[src/rtl/tug_of_war_game.sv]
// Two-player tug-of-war game core.
// Raw buttons are synchronised and edge-detected; each accepted press pulls a
// one-hot rope marker one LED towards the pressing player. Pulling the marker
// off the end of the bar scores a point, followed by a short all-on display
// phase (HOLD) before the rope recentres. The first player to WIN_SCORE points
// ends the match (OVER) until reset. An LFSR-driven CPU can play the right side.
// The FSM state is exported on dbg_state (0 = PLAY, 1 = HOLD, 2 = OVER).
module tug_of_war_game #(
  parameter int NUM_LEDS    = 9,
  parameter int WIN_SCORE   = 7,
  parameter int HOLD_CYCLES = 4,
  localparam int SW         = $clog2(WIN_SCORE + 1)
) (
  input  logic                clk,
  input  logic                reset,
  input  logic                btn_left,
  input  logic                btn_right,
  input  logic                cpu_en,
  input  logic [9:0]          cpu_thresh,
  output logic [NUM_LEDS-1:0] pos_leds,
  output logic [SW-1:0]       score_left,
  output logic [SW-1:0]       score_right,
  output logic [6:0]          hex_left,
  output logic [6:0]          hex_right,
  output logic                game_over,
  output logic                winner,
  output logic [1:0]          dbg_state
);

  // Rope position width, centre index and the far-left index.
  localparam int PW = (NUM_LEDS > 1) ? $clog2(NUM_LEDS) : 1;
  localparam int C  = (NUM_LEDS - 1) / 2;
  // Hold counter only has to reach HOLD_CYCLES-1.
  localparam int HW = (HOLD_CYCLES > 1) ? $clog2(HOLD_CYCLES) : 1;

  localparam logic [PW-1:0] POS_C     = PW'(C);
  localparam logic [PW-1:0] POS_MAX   = PW'(NUM_LEDS - 1);
  localparam logic [SW-1:0] SCORE_WIN = SW'(WIN_SCORE);
  localparam logic [HW-1:0] HOLD_LAST = HW'(HOLD_CYCLES - 1);
  localparam logic [9:0]    LFSR_SEED = 10'h3FF;

  typedef enum logic [1:0] {
    ST_PLAY = 2'd0,
    ST_HOLD = 2'd1,
    ST_OVER = 2'd2
  } state_t;

  // Seven-segment encoding, gfedcba, active-low. Values above 9 blank.
  function automatic logic [6:0] f_hex(input logic [3:0] v);
    logic [6:0] seg;
    case (v)
      4'd0:    seg = 7'b1000000;
      4'd1:    seg = 7'b1111001;
      4'd2:    seg = 7'b0100100;
      4'd3:    seg = 7'b0110000;
      4'd4:    seg = 7'b0011001;
      4'd5:    seg = 7'b0010010;
      4'd6:    seg = 7'b0000010;
      4'd7:    seg = 7'b1111000;
      4'd8:    seg = 7'b0000000;
      4'd9:    seg = 7'b0010000;
      default: seg = 7'b1111111;
    endcase
    return seg;
  endfunction

  // Button synchronisers and edge-detect history.
  logic r_sync1_l, r_sync2_l, r_prev_l;
  logic r_sync1_r, r_sync2_r, r_prev_r;

  // CPU opponent.
  logic [9:0] r_lfsr;
  logic       r_cpu_pulse;
  logic       w_lfsr_fb;

  // Game state.
  state_t        r_state;
  logic [PW-1:0] r_pos;
  logic [SW-1:0] r_score_l;
  logic [SW-1:0] r_score_r;
  logic [HW-1:0] r_hold_cnt;
  logic          r_game_over;
  logic          r_winner;

  // Next-state values.
  state_t        w_state_nxt;
  logic [PW-1:0] w_pos_nxt;
  logic [SW-1:0] w_score_l_nxt;
  logic [SW-1:0] w_score_r_nxt;
  logic [HW-1:0] w_hold_nxt;
  logic          w_game_over_nxt;
  logic          w_winner_nxt;

  // Derived pulses and helpers.
  logic                w_pulse_l;
  logic                w_pulse_btn_r;
  logic                w_pulse_r;
  logic                w_move_left;
  logic                w_move_right;
  logic [SW-1:0]       w_score_l_inc;
  logic [SW-1:0]       w_score_r_inc;
  logic [NUM_LEDS-1:0] w_onehot;

  // Two-flop synchroniser plus one history flop per button.
  always_ff @(posedge clk) begin
    if (!reset) begin
      r_sync1_l <= 1'b0;
      r_sync2_l <= 1'b0;
      r_prev_l  <= 1'b0;
      r_sync1_r <= 1'b0;
      r_sync2_r <= 1'b0;
      r_prev_r  <= 1'b0;
    end else begin
      r_sync1_l <= btn_left;
      r_sync2_l <= r_sync1_l;
      r_prev_l  <= r_sync2_l;
      r_sync1_r <= btn_right;
      r_sync2_r <= r_sync1_r;
      r_prev_r  <= r_sync2_r;
    end
  end

  // One pulse per rising edge of the synchronised button, however long held.
  assign w_pulse_l     = r_sync2_l & ~r_prev_l;
  assign w_pulse_btn_r = r_sync2_r & ~r_prev_r;

  // x^10 + x^7 + 1 Fibonacci LFSR, shifting left with feedback into bit 0.
  assign w_lfsr_fb = r_lfsr[9] ^ r_lfsr[6];

  // LFSR free-runs in every state; the CPU press decision is registered.
  always_ff @(posedge clk) begin
    if (!reset) begin
      r_lfsr      <= LFSR_SEED;
      r_cpu_pulse <= 1'b0;
    end else begin
      r_lfsr      <= {r_lfsr[8:0], w_lfsr_fb};
      r_cpu_pulse <= cpu_en & (r_lfsr < cpu_thresh);
    end
  end

  // The CPU replaces the right button entirely while enabled.
  assign w_pulse_r    = cpu_en ? r_cpu_pulse : w_pulse_btn_r;
  assign w_move_left  = w_pulse_l & ~w_pulse_r;
  assign w_move_right = w_pulse_r & ~w_pulse_l;

  // Scores never exceed WIN_SCORE, so the increment always fits in SW bits.
  assign w_score_l_inc = r_score_l + SW'(1);
  assign w_score_r_inc = r_score_r + SW'(1);

  // Game state registers.
  always_ff @(posedge clk) begin
    if (!reset) begin
      r_state     <= ST_PLAY;
      r_pos       <= POS_C;
      r_score_l   <= '0;
      r_score_r   <= '0;
      r_hold_cnt  <= '0;
      r_game_over <= 1'b0;
      r_winner    <= 1'b0;
    end else begin
      r_state     <= w_state_nxt;
      r_pos       <= w_pos_nxt;
      r_score_l   <= w_score_l_nxt;
      r_score_r   <= w_score_r_nxt;
      r_hold_cnt  <= w_hold_nxt;
      r_game_over <= w_game_over_nxt;
      r_winner    <= w_winner_nxt;
    end
  end

  // Next-state logic: rope moves and scoring in PLAY, timed pause in HOLD,
  // everything frozen in OVER.
  always_comb begin
    w_state_nxt     = r_state;
    w_pos_nxt       = r_pos;
    w_score_l_nxt   = r_score_l;
    w_score_r_nxt   = r_score_r;
    w_hold_nxt      = r_hold_cnt;
    w_game_over_nxt = r_game_over;
    w_winner_nxt    = r_winner;
    case (r_state)
      ST_PLAY: begin
        if (w_move_left) begin
          if (r_pos < POS_MAX) begin
            w_pos_nxt = r_pos + PW'(1);
          end else begin
            // Marker already at the left end: left player scores.
            w_score_l_nxt = w_score_l_inc;
            if (w_score_l_inc == SCORE_WIN) begin
              w_state_nxt     = ST_OVER;
              w_game_over_nxt = 1'b1;
              w_winner_nxt    = 1'b1;
            end else begin
              w_state_nxt = ST_HOLD;
              w_hold_nxt  = '0;
            end
          end
        end else if (w_move_right) begin
          if (r_pos > '0) begin
            w_pos_nxt = r_pos - PW'(1);
          end else begin
            // Marker already at the right end: right player scores.
            w_score_r_nxt = w_score_r_inc;
            if (w_score_r_inc == SCORE_WIN) begin
              w_state_nxt     = ST_OVER;
              w_game_over_nxt = 1'b1;
              w_winner_nxt    = 1'b0;
            end else begin
              w_state_nxt = ST_HOLD;
              w_hold_nxt  = '0;
            end
          end
        end
      end
      ST_HOLD: begin
        if (r_hold_cnt == HOLD_LAST) begin
          w_state_nxt = ST_PLAY;
          w_pos_nxt   = POS_C;
          w_hold_nxt  = '0;
        end else begin
          w_hold_nxt = r_hold_cnt + HW'(1);
        end
      end
      ST_OVER: begin
        w_state_nxt = ST_OVER;
      end
      default: begin
        w_state_nxt = ST_PLAY;
        w_pos_nxt   = POS_C;
      end
    endcase
  end

  // Rope display: one-hot marker while playing, whole bar lit otherwise.
  assign w_onehot = {{(NUM_LEDS-1){1'b0}}, 1'b1} << r_pos;

  // Select rope display from the current state.
  always_comb begin
    pos_leds = '1;
    if (r_state == ST_PLAY) begin
      pos_leds = w_onehot;
    end
  end

  assign score_left  = r_score_l;
  assign score_right = r_score_r;
  assign hex_left    = f_hex(4'(r_score_l));
  assign hex_right   = f_hex(4'(r_score_r));
  assign game_over   = r_game_over;
  assign winner      = r_winner;
  assign dbg_state   = r_state;

endmodule

[config.mk]
export PLATFORM = sky130hd
export DESIGN_NAME = tug_of_war_game
export DESIGN_NICKNAME = d
export VERILOG_FILES = /design/src/rtl/tug_of_war_game.sv
export SDC_FILE = /design/constraint.sdc
export NUM_CORES = 1
export LEC_CHECK = 0
export ABC_CLOCK_PERIOD_IN_PS = 2700
export BUFFER_PORTS_ARGS = -buffer_cell sky130_fd_sc_hd__buf_2
export CAP_MARGIN = 20
export CORE_MARGIN = 2
export CORE_UTILIZATION = 30
export CTS_CLUSTER_SIZE = 20
export DETAILED_ROUTE_END_ITERATION = 8
export GPL_ROUTABILITY_DRIVEN = 0
export GPL_TIMING_DRIVEN = 0
export PLACE_DENSITY = 0.48
export REMOVE_ABC_BUFFERS = 1
export SLEW_MARGIN = 15
export SYNTH_ARGS = -nofsm -noshare
export SYNTH_HDL_FRONTEND = slang
export SYNTH_SLANG_ARGS = --single-unit
[constraint.sdc]
create_clock -name clk -period 2.7 [get_ports clk]
set_clock_uncertainty 0.05 [all_clocks]
set_input_delay 0.135 -clock clk [delete_from_list [all_inputs] [get_ports clk]]
set_output_delay 0.135 -clock clk [all_outputs]
set_load 0.05 [all_outputs]
==> results by group <==
Status
  • Status: completed

Synthesis
  • Async set or reset register ratio after synthesis: 0%
  • Post-synth EDFFs: 0
  • Yosys cell types: 47
  • Synth Flop Type: dfxtp_1
  • Post-Syn Area: 0.00244 mm^2
  • Post-synthesis cell count: 259
  • Syn Area/Cell: 9.43 um^2
  • Sequential share of the synthesized area: 38.5%
  • Synth warn: 0
  • Flops & latches, synth: 47

Finish
  • Final #Nets: 348
  • Ant diodes: 0
  • Layout cells sized above 1: 22.3%
  • Synthesis-to-finish area growth: 17.6%
  • Most frequent cells in the layout: 47 x dfxtp_1, 47 x buf_2, 29 x ha_1

Clocking
  • Inserted Clock Buffers: 5
  • Clock tree buffer depth: 2
  • CTS root buffer: clkbuf_8
  • Worst-Skew Late Latency: 0.30 ns
  • H-tree lvl count: 2
  • Clock Sink Count: 47
  • Clock-pin slew on the worst setup and hold paths: 0.08 ns
  • CTS tree: done

Worst setup path
  • Worst Setup End Kind: register
  • Crit Path Max Fanout: 7
  • Worst path slowest cell: ha_1
  • FF-to-FF path depth: 9
  • Critical-path cell list: nand2b_1, o21ai_1, inv_1, ha_1, and4bb_1, xnor2_1, nand2b_1, ha_1, mux2_4
  • Reg2reg start: r_prev_r
  • Flop-to-flop setup slack: 0.22 ns
  • CP arrival: 2.61 ns
  • Setup crit start kind: register
  • CP Data Required Time: 2.84 ns
  • R2R Path End: hex_left[3]
  • Setup CP Type: register to register
  • Worst path max stage delay: 0.37 ns

Run
  • Max cap viols: 0

Floorplanning
  • Ports: 48
  • Initial Util: 31.3%
  • Core Footprint: 0.00781 mm^2
  • Die Outline Area: 0.00888 mm^2
  • Chip height: 94.2 um
  • Die span in x: 94.2 um
  • Site Rows: 32

Routing
  • DRC: 0
  • Initial DRC count: 54
  • Antenna-violating nets left: 0
  • Drt wl/cell: 11.3 um
  • Vias/cell: 4.55
  • First-pass DRT Iterations: 4
  • Routed wire length: 4.58 mm
  • Via count: 1853

STA
  • FMAX: 0.404 GHz
  • Hold WS: 0.239 ns
  • Slew @ Worst Pin: 0.674 ns
  • Final Critical Period: 2.48 ns
  • Fin crit share: 91.7%
  • RSZ-0062 raised after global routing: no
  • Setup tns final: 0 ns
  • Slew Limit Headroom: 55.0%
  • Final hold vios: 0
  • Slew Viols, Final: 0
  • Min setup slack post-route: 0.223 ns
  • Final setup viols: 0

GRT
  • First-pass GRT wire length: 7.91 mm
  • Vias in the first global route: 1797
  • Overflow after GRT: 0
  • Initial antenna violation count: 0
  • Largest net degree at the start of global routing: 40
  • Global Route Usage Sum: 11.1%

Power
  • Sequential power share: 49.6%
  • Switching power of the nets: 0.460 mW
  • Max IR drop VDD: 0.000204 V
  • Pint: 1.05 mW
  • Logic pwr share: 19.3%
  • Lkg Pwr: 1.42 nW
  • Clock power frac: 31.1%
  • PD cells: 525 mW/mm^2
  • Sw frac: 30.5%

Placement
  • Setup WS pre-CTS: 0.111 ns
  • HPWL after detailed placement: 3.35 mm
  • IO Port Bufs: 47

Hold path
  • HP Start: cpu_en
  • Worst hold endpoint: r_cpu_pulse
  • HP Class: input port to register
  • Worst Hold Depth: 4
layout make-up:
| class | instances | area, um^2 |
|---|---|---|
| fillers | 834 | 4930 |
| clock inverters | 1 | 7.51 |
| well taps | 102 | 128 |
| inverters | 28 | 105 |
| repair buffers | 49 | 255 |
| clock buffers | 7 | 96.3 |
| flip-flops and latches | 47 | 941 |
| multi-input cells | 173 | 1340 |
metrics by stage:
stage	cells	util, %	instance area [um^2]	power (mW)
2_1_floorplan	248	-	2390	0.981
3_3_place_gp	397	35.2	2750	1.06
3_5_place_dp	397	35.2	2750	1.06
4_1_cts	407	36.8	2870	1.54
5_1_grt	407	36.8	2870	1.60
6_report	407	36.8	2870	1.51
synth_stat cells (all sizes together), types with 6 or more instances:
cell type | count | area [um^2]
nand2b | 18 | 113
o21ai | 19 | 98.9
inv | 28 | 105
nand3 | 7 | 35.0
dfxtp | 47 | 941
clkbuf | 6 | 22.5
a21oi | 11 | 55.1
and2 | 7 | 43.8
ha | 29 | 363
nor2 | 6 | 25.0
mux2i | 8 | 92.6
nand2 | 15 | 58.8
metal layers:
layer	routed length, um	track usage (%)	vias up	part of all wire (%)
met5	0	0	-	0
met4	64	3.99	0	1.4
met3	233	3.05	4	5.1
met2	2050	18.0	35	45
met1	2240	14.1	846	49
li1	-	-	968	-
what timing repair did:
item,in CTS,in global routing
hold buffers,2,0
hold endpoints to repair,2,0
buffers inserted,0,0
gates resized for setup,0,1
setup endpoints to repair,0,3
registers in the layout (all words and copies together) (netlist names), 2 cells and up:
signal and flops:
dbg_state 2, hex_left 7, hex_right 7, r_hold_cnt 2, r_lfsr 10, r_pos 4, score_left 3, score_right 3
how the worst max path moves through the flow:
stage               slack, ns     start  cells past startpoint           to
floorplan                0.27  r_pos[3]                      2  pos_leds[8]
finish                   0.22  r_prev_r                      9  hex_left[3]
detailed placement       0.11  r_prev_r                      9  hex_left[3]
global route             0.06  r_prev_r                      9  hex_left[3]
global placement         0.13  r_prev_r                      9  hex_left[3]
CTS                      0.09  r_prev_r                      9  hex_left[3]
kinds of logic after synthesis:
| kind of cell | count (synthesis) | synth area share (%) |
|---|---|---|
| multiplexers | 11 | 5.64 |
| AO/OA/AOI/OAI | 50 | 13.0 |
| buffers and inverters | 39 | 6.61 |
| AND/OR/NAND/NOR | 75 | 18.5 |
| XOR/XNOR | 8 | 2.87 |
| flip-flops | 47 | 38.5 |
| adder cells (fa/ha/maj) | 29 | 14.9 |
critical path, delay by kind of cell (launching register included):
family          cells  cell delay (ns)
compound gates      1             0.18
mux                 1             0.27
flops               1             0.30
buf+inv             1             0.09
simple gates        3             0.70
xor+xnor            1             0.15
fa+ha+maj           2             0.63
power by group through the flow:
stage	clock, mW	combinational [mW]	sequential (mW)
detailed placement	0	0.291	0.765
CTS	0.493	0.294	0.749
global placement	0	0.290	0.766
finish	0.469	0.291	0.748
floorplan	0	0.200	0.781
global route	0.518	0.324	0.754
No activity file was read; power rests on OpenSTA's default activity.
